<file path="src/rtl/pc_fetch_reg.sv">
// -----------------------------------------------------------------------------
// pc_fetch_reg
//   Program-counter register and IF/ID address latch for the P5 fetch stage.
//   Selects the next PC from the sequential incrementer or a branch/jump
//   redirect. A redirect that arrives while ID stalls is parked and applied
//   when the stall releases. Illegal fetch addresses raise a sticky fault.
//
// Ports
//   clk             in   rising-edge clock
//   reset           in   asynchronous, active-low reset
//   stall           in   hazard stall from ID; hold PC and IF/ID
//   seq_next        in   next sequential PC (PC+4) from the incrementer
//   redirect        in   branch taken / jump resolved in ID
//   redirect_target in   branch/jump destination
//   pc              out  current fetch address, to IM and the incrementer
//   if_pc           out  PC of the instruction held in IF/ID
//   if_valid        out  IF/ID holds a real instruction
//   pending         out  a redirect is parked waiting for stall release
//   addr_fault      out  sticky illegal-fetch-address flag
//   fetch_count     out  instructions accepted into IF/ID (wraps mod 2^32)
// -----------------------------------------------------------------------------
module pc_fetch_reg #(
  parameter logic [31:0] RESET_PC   = 32'h0000_3000,
  parameter logic [31:0] IM_BASE    = 32'h0000_3000,
  parameter logic [31:0] IM_LIMIT   = 32'h0000_6FFC,
  parameter bit          DELAY_SLOT = 1'b1
) (
  input  logic        clk,
  input  logic        reset,
  input  logic        stall,
  input  logic [31:0] seq_next,
  input  logic        redirect,
  input  logic [31:0] redirect_target,
  output logic [31:0] pc,
  output logic [31:0] if_pc,
  output logic        if_valid,
  output logic        pending,
  output logic        addr_fault,
  output logic [31:0] fetch_count
);

  typedef enum logic {
    RUN  = 1'b0,
    PEND = 1'b1
  } state_t;

  state_t      state_reg;
  logic [31:0] pc_reg;
  logic [31:0] if_pc_reg;
  logic        if_valid_reg;
  logic        addr_fault_reg;
  logic [31:0] fetch_count_reg;
  logic [31:0] pend_target_reg;

  // Word-aligned version of the live redirect target; the low two bits are
  // dropped before they ever reach pc or the pending-target register.
  logic [31:0] live_target;
  logic        misaligned;

  logic        advance;        // stall released: pc and IF/ID move this edge
  logic        take_redirect;  // the moving pc comes from a redirect
  logic [31:0] redir_pc;
  logic        seq_overflow;
  logic [31:0] pc_next;
  logic        out_of_range;
  logic        fault_next;
  logic        slot_valid;   // instruction entering IF/ID is real

  assign live_target = {redirect_target[31:2], 2'b00};
  assign misaligned  = redirect && (redirect_target[1:0] != 2'b00);

  assign advance       = !stall;
  assign take_redirect = redirect || (state_reg == PEND);
  // A live redirect on the release cycle is newer than the parked one.
  assign redir_pc      = redirect ? live_target : pend_target_reg;
  assign seq_overflow  = (seq_next > IM_LIMIT);

  always_comb begin
    pc_next = seq_next;
    if (take_redirect) begin
      pc_next = redir_pc;
    end else if (seq_overflow) begin
      // Running off the top of IM wraps back to the base of IM.
      pc_next = IM_BASE;
    end
  end

  assign out_of_range = (pc_next < IM_BASE) || (pc_next > IM_LIMIT);

  // A misaligned target is flagged whenever it is presented, including while
  // stalled (it is being captured as the pending target at that point).
  assign fault_next = misaligned ||
                      (advance && (out_of_range ||
                                   (!take_redirect && seq_overflow)));

  // With no delay slot, the instruction fetched alongside a redirect is
  // squashed rather than passed into IF/ID.
  assign slot_valid = !take_redirect || DELAY_SLOT;

  always_ff @(posedge clk or negedge reset) begin
    if (!reset) begin
      state_reg       <= RUN;
      pc_reg          <= RESET_PC;
      if_pc_reg       <= 32'h0;
      if_valid_reg    <= 1'b0;
      addr_fault_reg  <= 1'b0;
      fetch_count_reg <= 32'h0;
      pend_target_reg <= 32'h0;
    end else begin
      if (fault_next) begin
        addr_fault_reg <= 1'b1;
      end

      if (advance) begin
        pc_reg       <= pc_next;
        if_pc_reg    <= pc_reg;
        if_valid_reg <= slot_valid;
        if (slot_valid) begin
          fetch_count_reg <= fetch_count_reg + 32'd1;
        end
        state_reg <= RUN;
      end else if (redirect) begin
        // Latest redirect during a stall wins; earlier ones are overwritten.
        pend_target_reg <= live_target;
        state_reg       <= PEND;
      end
    end
  end

  assign pc          = pc_reg;
  assign if_pc       = if_pc_reg;
  assign if_valid    = if_valid_reg;
  assign pending     = (state_reg == PEND);
  assign addr_fault  = addr_fault_reg;
  assign fetch_count = fetch_count_reg;

endmodule

</file>
<file path="config.mk">
export PLATFORM = sky130hd
export DESIGN_NAME = pc_fetch_reg
export DESIGN_NICKNAME = d
export VERILOG_FILES = /design/src/rtl/pc_fetch_reg.sv
export SDC_FILE = /design/constraint.sdc
export NUM_CORES = 1
export LEC_CHECK = 0
export CORE_ASPECT_RATIO = 1.25
export CORE_UTILIZATION = 45
export CTS_CLUSTER_DIAMETER = 120
export CTS_CLUSTER_SIZE = 24
export DETAILED_ROUTE_END_ITERATION = 10
export GPL_TIMING_DRIVEN = 0
export PLACE_DENSITY = 0.87
export SKIP_LAST_GASP = 1
export SYNTH_ARGS = -nofsm -noshare
export SYNTH_HDL_FRONTEND = slang
export SYNTH_SLANG_ARGS = --single-unit
</file>
<file path="constraint.sdc">
create_clock -name clk -period 2.59 [get_ports clk]
set_input_delay 0.259 -clock clk [delete_from_list [all_inputs] [get_ports clk]]
set_output_delay 0.259 -clock clk [all_outputs]
set_load 0.01 [all_outputs]
</file>
# After elaboration in Yosys (flattened, before gate mapping)
# Index checks and enable logic that the tools add are counted.
# Widths: inputs -> output; s select.
[word_totals]
inputBits = 68
word_cells = 27
reg_bits = 131
[classes]
reduce_logical = 10
eq_ne = 1
addsub = 1
n_lt_le_gt_ge = 3
n_mux = 5
[op_table]
columns = ["operator", "count"]
rows = [
  ["$mux 32", 3],
  ["$gt 32x15->1 const B", 2],
  ["$add 32x1->32 const B", 1],
  ["$lt 32x14->1 const B", 1],
  ["$logic_or 1x1->1", 4],
  ["$logic_and 1x1->1", 3],
  ["$logic_not 1->1", 2],
  ["$mux 1", 2],
  ["$ne 2x1->1 const B", 1],
  ["$reduce_bool 2->1", 1],
]

# Longest topological paths before layout
[logic_depth]
ltp_word = 8
ltp_mapped = 9

# Least setup slack after synthesis
# Ideal clock, no wire load.
[synth_path]
path_type = "reg2reg"
startpoint = "register fetch_count_reg[0] (netlist: fetch_count[0])"
endpoint = "register fetch_count_reg[30] (netlist: fetch_count[30])"
path_buffers = 1
stages_incl_launch_ff = 9
arrival_ns = 2.075
setup_time_ns = 0.125
setup_slack_ns = 0.389
synth_period_minus_slack_ns = 2.201
cell_sequence = "dfrtp_1 > ha_1 > inv_1 > or4_4 > buf_6 > nor4_4 > and3_1 > nand4_1 > xnor2_1"
[synth_between]
elab_chain_cells = 1
[synth_rtl]
columns = ["element", "line_no", "rtl"]
rows = [
  ["start: declaration", "52", "logic [31:0] fetch_count_reg;"],
  ["start signal: assignment", "119", "fetch_count_reg <= fetch_count_reg + 32'd1;"],
  ["$add 32x1->32", "119", ""],
]
# No other way between the ends.
# A chain may end at the register's enable or synchronous reset.

# Worst setup path after layout
# Ends and elaborated chain as after synthesis.

==> flow_summary_export.csv <==
group,metric,value,unit
outcome,outcome,"complete, no violations",
drt,drtIter0Drc,438,
cells_and_area,drive_above_1_share,13.4,%
drt,wl_per_cell,19.6,um
logic_synthesis,synthCells,512,
logic_synthesis,synth_ff_type,"dfrtp_1",
drt,viasPerCell,5.73,
worst_setup_path,critPathKind,"flip-flop to flip-flop",
logic_synthesis,synth_edf_count,0,
place,placed_area,7760,um2
global_routing,antenna_found_initial,0,
cells_and_area,area_delta_synth_final,42.5,%
logic_synthesis,synthTopCellsByArea,"dfrtp_1 55%, mux2_2 10%, nand2_1 3.6%",
sta,drv_slew,0,
place,gp_congestion,0.947,
worst_setup_path,path_max_fanout,5,
floorplanning,start_util,46.2,%
power_and_ir_drop,powerDensity,714,nW/um2
global_routing,grt_pass1_vias,5041,
place,placed_cells,846,
clock_tree,cts_num_sinks,131,
clock_tree,numCtsBuffers,17,
logic_synthesis,ys_seq_elements,131,
place,numPortBuffers,165,
logic_synthesis,synth_commonest_cells,"129 x dfrtp_1, 56 x nand2_1, 54 x mux2_2",
logic_synthesis,ys_types,53,
sta,period_needed,2430,ps
logic_synthesis,synth.largest_area_cell,"dfrtp_1",
clock_tree,clock_latency,410,ps
global_routing,grt.overflow.total,0,
clock_tree,clock_path_buffers,2,
cells_and_area,fin_area,8370,um2
clock_tree,cts_tree,"yes",
cells_and_area,n_fill_cell,946,
floorplanning,die_y,130,um
drt,ant_nets,0,
global_routing,grt_util_all_layers,26.1,%
global_routing,use_met2,44.9,%
sta,fmax,0.412,GHz
sta,rsz0062_at_grt,"no",
power_and_ir_drop,vdd_drop_max,0.000472,V
sta,fin_hold_ws,333,ps
logic_synthesis,ys_seq_area_share,55.9,%
global_routing,grt_util_met1,30.8,%
sta,maxSlewHeadroom,56.5,%
sta,finalHoldViolations,0,
cells_and_area,stdcell_count,879,
floorplanning,std_cell_rows,46,
logic_synthesis,syn_nets,581,
drt,drt_pre_antenna_iters,5,
run,cap_violations,0,
worst_setup_path,start_kind,"flip-flop",
worst_setup_path,required,2890,ps
cells_and_area,postLayoutCoreUtil,65.8,%
hold_path,hold_path.class,"input pin to flip-flop",
sta,setup-violations-final,0,
power_and_ir_drop,power.leakage,3.58,nW
global_routing,grt_max_degree,86,
drt,vias,5037,
clock_tree,htreeDepth,4,
drt,wl,17.2,mm
logic_synthesis,synth_top_area_share,55.0,%
cells_and_area,diodes,0,
worst_setup_path,end_kind,"flip-flop",
worst_setup_path,worstPathArrival,2730,ps
place,dpl.hpwl,12.9,mm
logic_synthesis,avgSynthCellArea,11.5,um2
cells_and_area,nNetsFinal,767,
logic_synthesis,ys_warn_count,0,
drt,post-route-drc-count,0,
floorplanning,die_width,104,um
logic_synthesis,yosysMostFrequentCell,"dfrtp_1",
sta,skew,7.15,ps
floorplanning,io_pins,167,
clock_tree,clk_pin_slew,60,ps
floorplanning,core_area,12700,um2
logic_synthesis,synth_area,5870,um2
global_routing,top_usage_layer,"met2",
logic_synthesis,synthArstFlopShare,100,%
sta,worst_pin_slew,652,ps
clock_tree,ctsRootBufferMaster,"clkbuf_16",
sta,finalCritPeriodShare,93.8,%
global_routing,grt_first_pass_wirelength,26.7,mm
sta,setup_tns,0,ps
floorplanning,dieArea,13500,um2
global_routing,grtUsageMet3,6.29,%
-- through the flow --
| step | setup slack [ps] | total power [W] |
|---|---|---|
| 2_1_floorplan | 389 | 0.00295 |
| 3_3_place_gp | -3580 | 0.00358 |
| 3_5_place_dp | -275 | 0.00364 |
| 4_1_cts | 149 | 0.00598 |
| 5_1_grt | 24.1 | 0.00620 |
| 6_report | 161 | 0.00597 |
-- worst paths after layout --
path	startpoint	end	slack (ps)	depth (start not counted)
worst max register to register	fetch_count[0]	fetch_count[30]	160	8
min in group asynchronous	reset	fetch_count[23]	340	2
worst min-delay path	redirect	pending	330	3
worst min register to register	fetch_count[31]	fetch_count[31]	460	1
max in group asynchronous	reset	pc[12]	1460	3
worst max-delay path	fetch_count[0]	fetch_count[30]	160	8
-- cell families (layout without fill, tap and decap cells) --
| kind of cell | after synthesis | after routing | share of synthesized area, % |
|---|---|---|---|
| xor+xnor | 31 | 31 | 4.62 |
| fa+ha+maj | 1 | 1 | 0.213 |
| simple gates | 148 | 148 | 14.0 |
| flops | 131 | 131 | 55.9 |
| compound gates | 101 | 101 | 11.4 |
| buf+inv | 42 | 241 | 2.88 |
| mux | 58 | 58 | 11.0 |
-- power by group --
group	leakage (nW)	internal (W)	switching (W)
clock	0.285	0.00149	0.000855
combinational	1.65	0.000610	0.000486
sequential	1.64	0.00229	0.000235
-- final cells by class --
| type | instances | area [um2] | area share (%) |
|---|---|---|---|
| Clock buffer | 24 | 482 | 5.76 |
| Multi-Input combinational cell | 339 | 2430 | 29.1 |
| Inverter | 14 | 52.6 | 0.628 |
| Timing Repair Buffer | 167 | 1690 | 20.2 |
| Sequential cell | 131 | 3280 | 39.2 |
| Buffer | 28 | 116 | 1.39 |
| Tap cell | 168 | 210 | 2.51 |
| Clock inverter | 8 | 100 | 1.20 |
-- worst max-delay path: stages (launching register included) --
cell,delay (ps)
dfrtp_1,470
ha_1,250
inv_1,80
or4_4,510
buf_6,150
nor4_4,350
and3_1,230
nand4_1,110
xnor2_1,140
-- placed cells by master (no fill, tap or decap), types with 11 or more instances in the layout --
master and instances:
clkbuf_16 17, a22oi_1 23, o21ai_0 34, clkdlybuf4s50_1 164
clkbuf_1 22, xor2_1 12, and3_1 11, xnor2_1 19
mux2_2 54, nor2_1 12, dfrtp_1 129, inv_1 14
nand4_1 12, nand2_1 56, a21oi_1 15
-- layer usage --
metal | part of all wire (%) | up-vias
li1 | - | 2235
met1 | 39 | 2473
met2 | 51 | 282
met3 | 6.5 | 47
met4 | 3.5 | 0
met5 | 0 | -
-- what timing repair did --
item | CTS | global route
hold buffers | 1 | 0
resized for setup | 0 | 2
endpoints found under the setup margin | 0 | 2
setup buffers | 0 | 0
hold endpoints to repair | 46 | 0
Power figures use the tool's default switching activity.
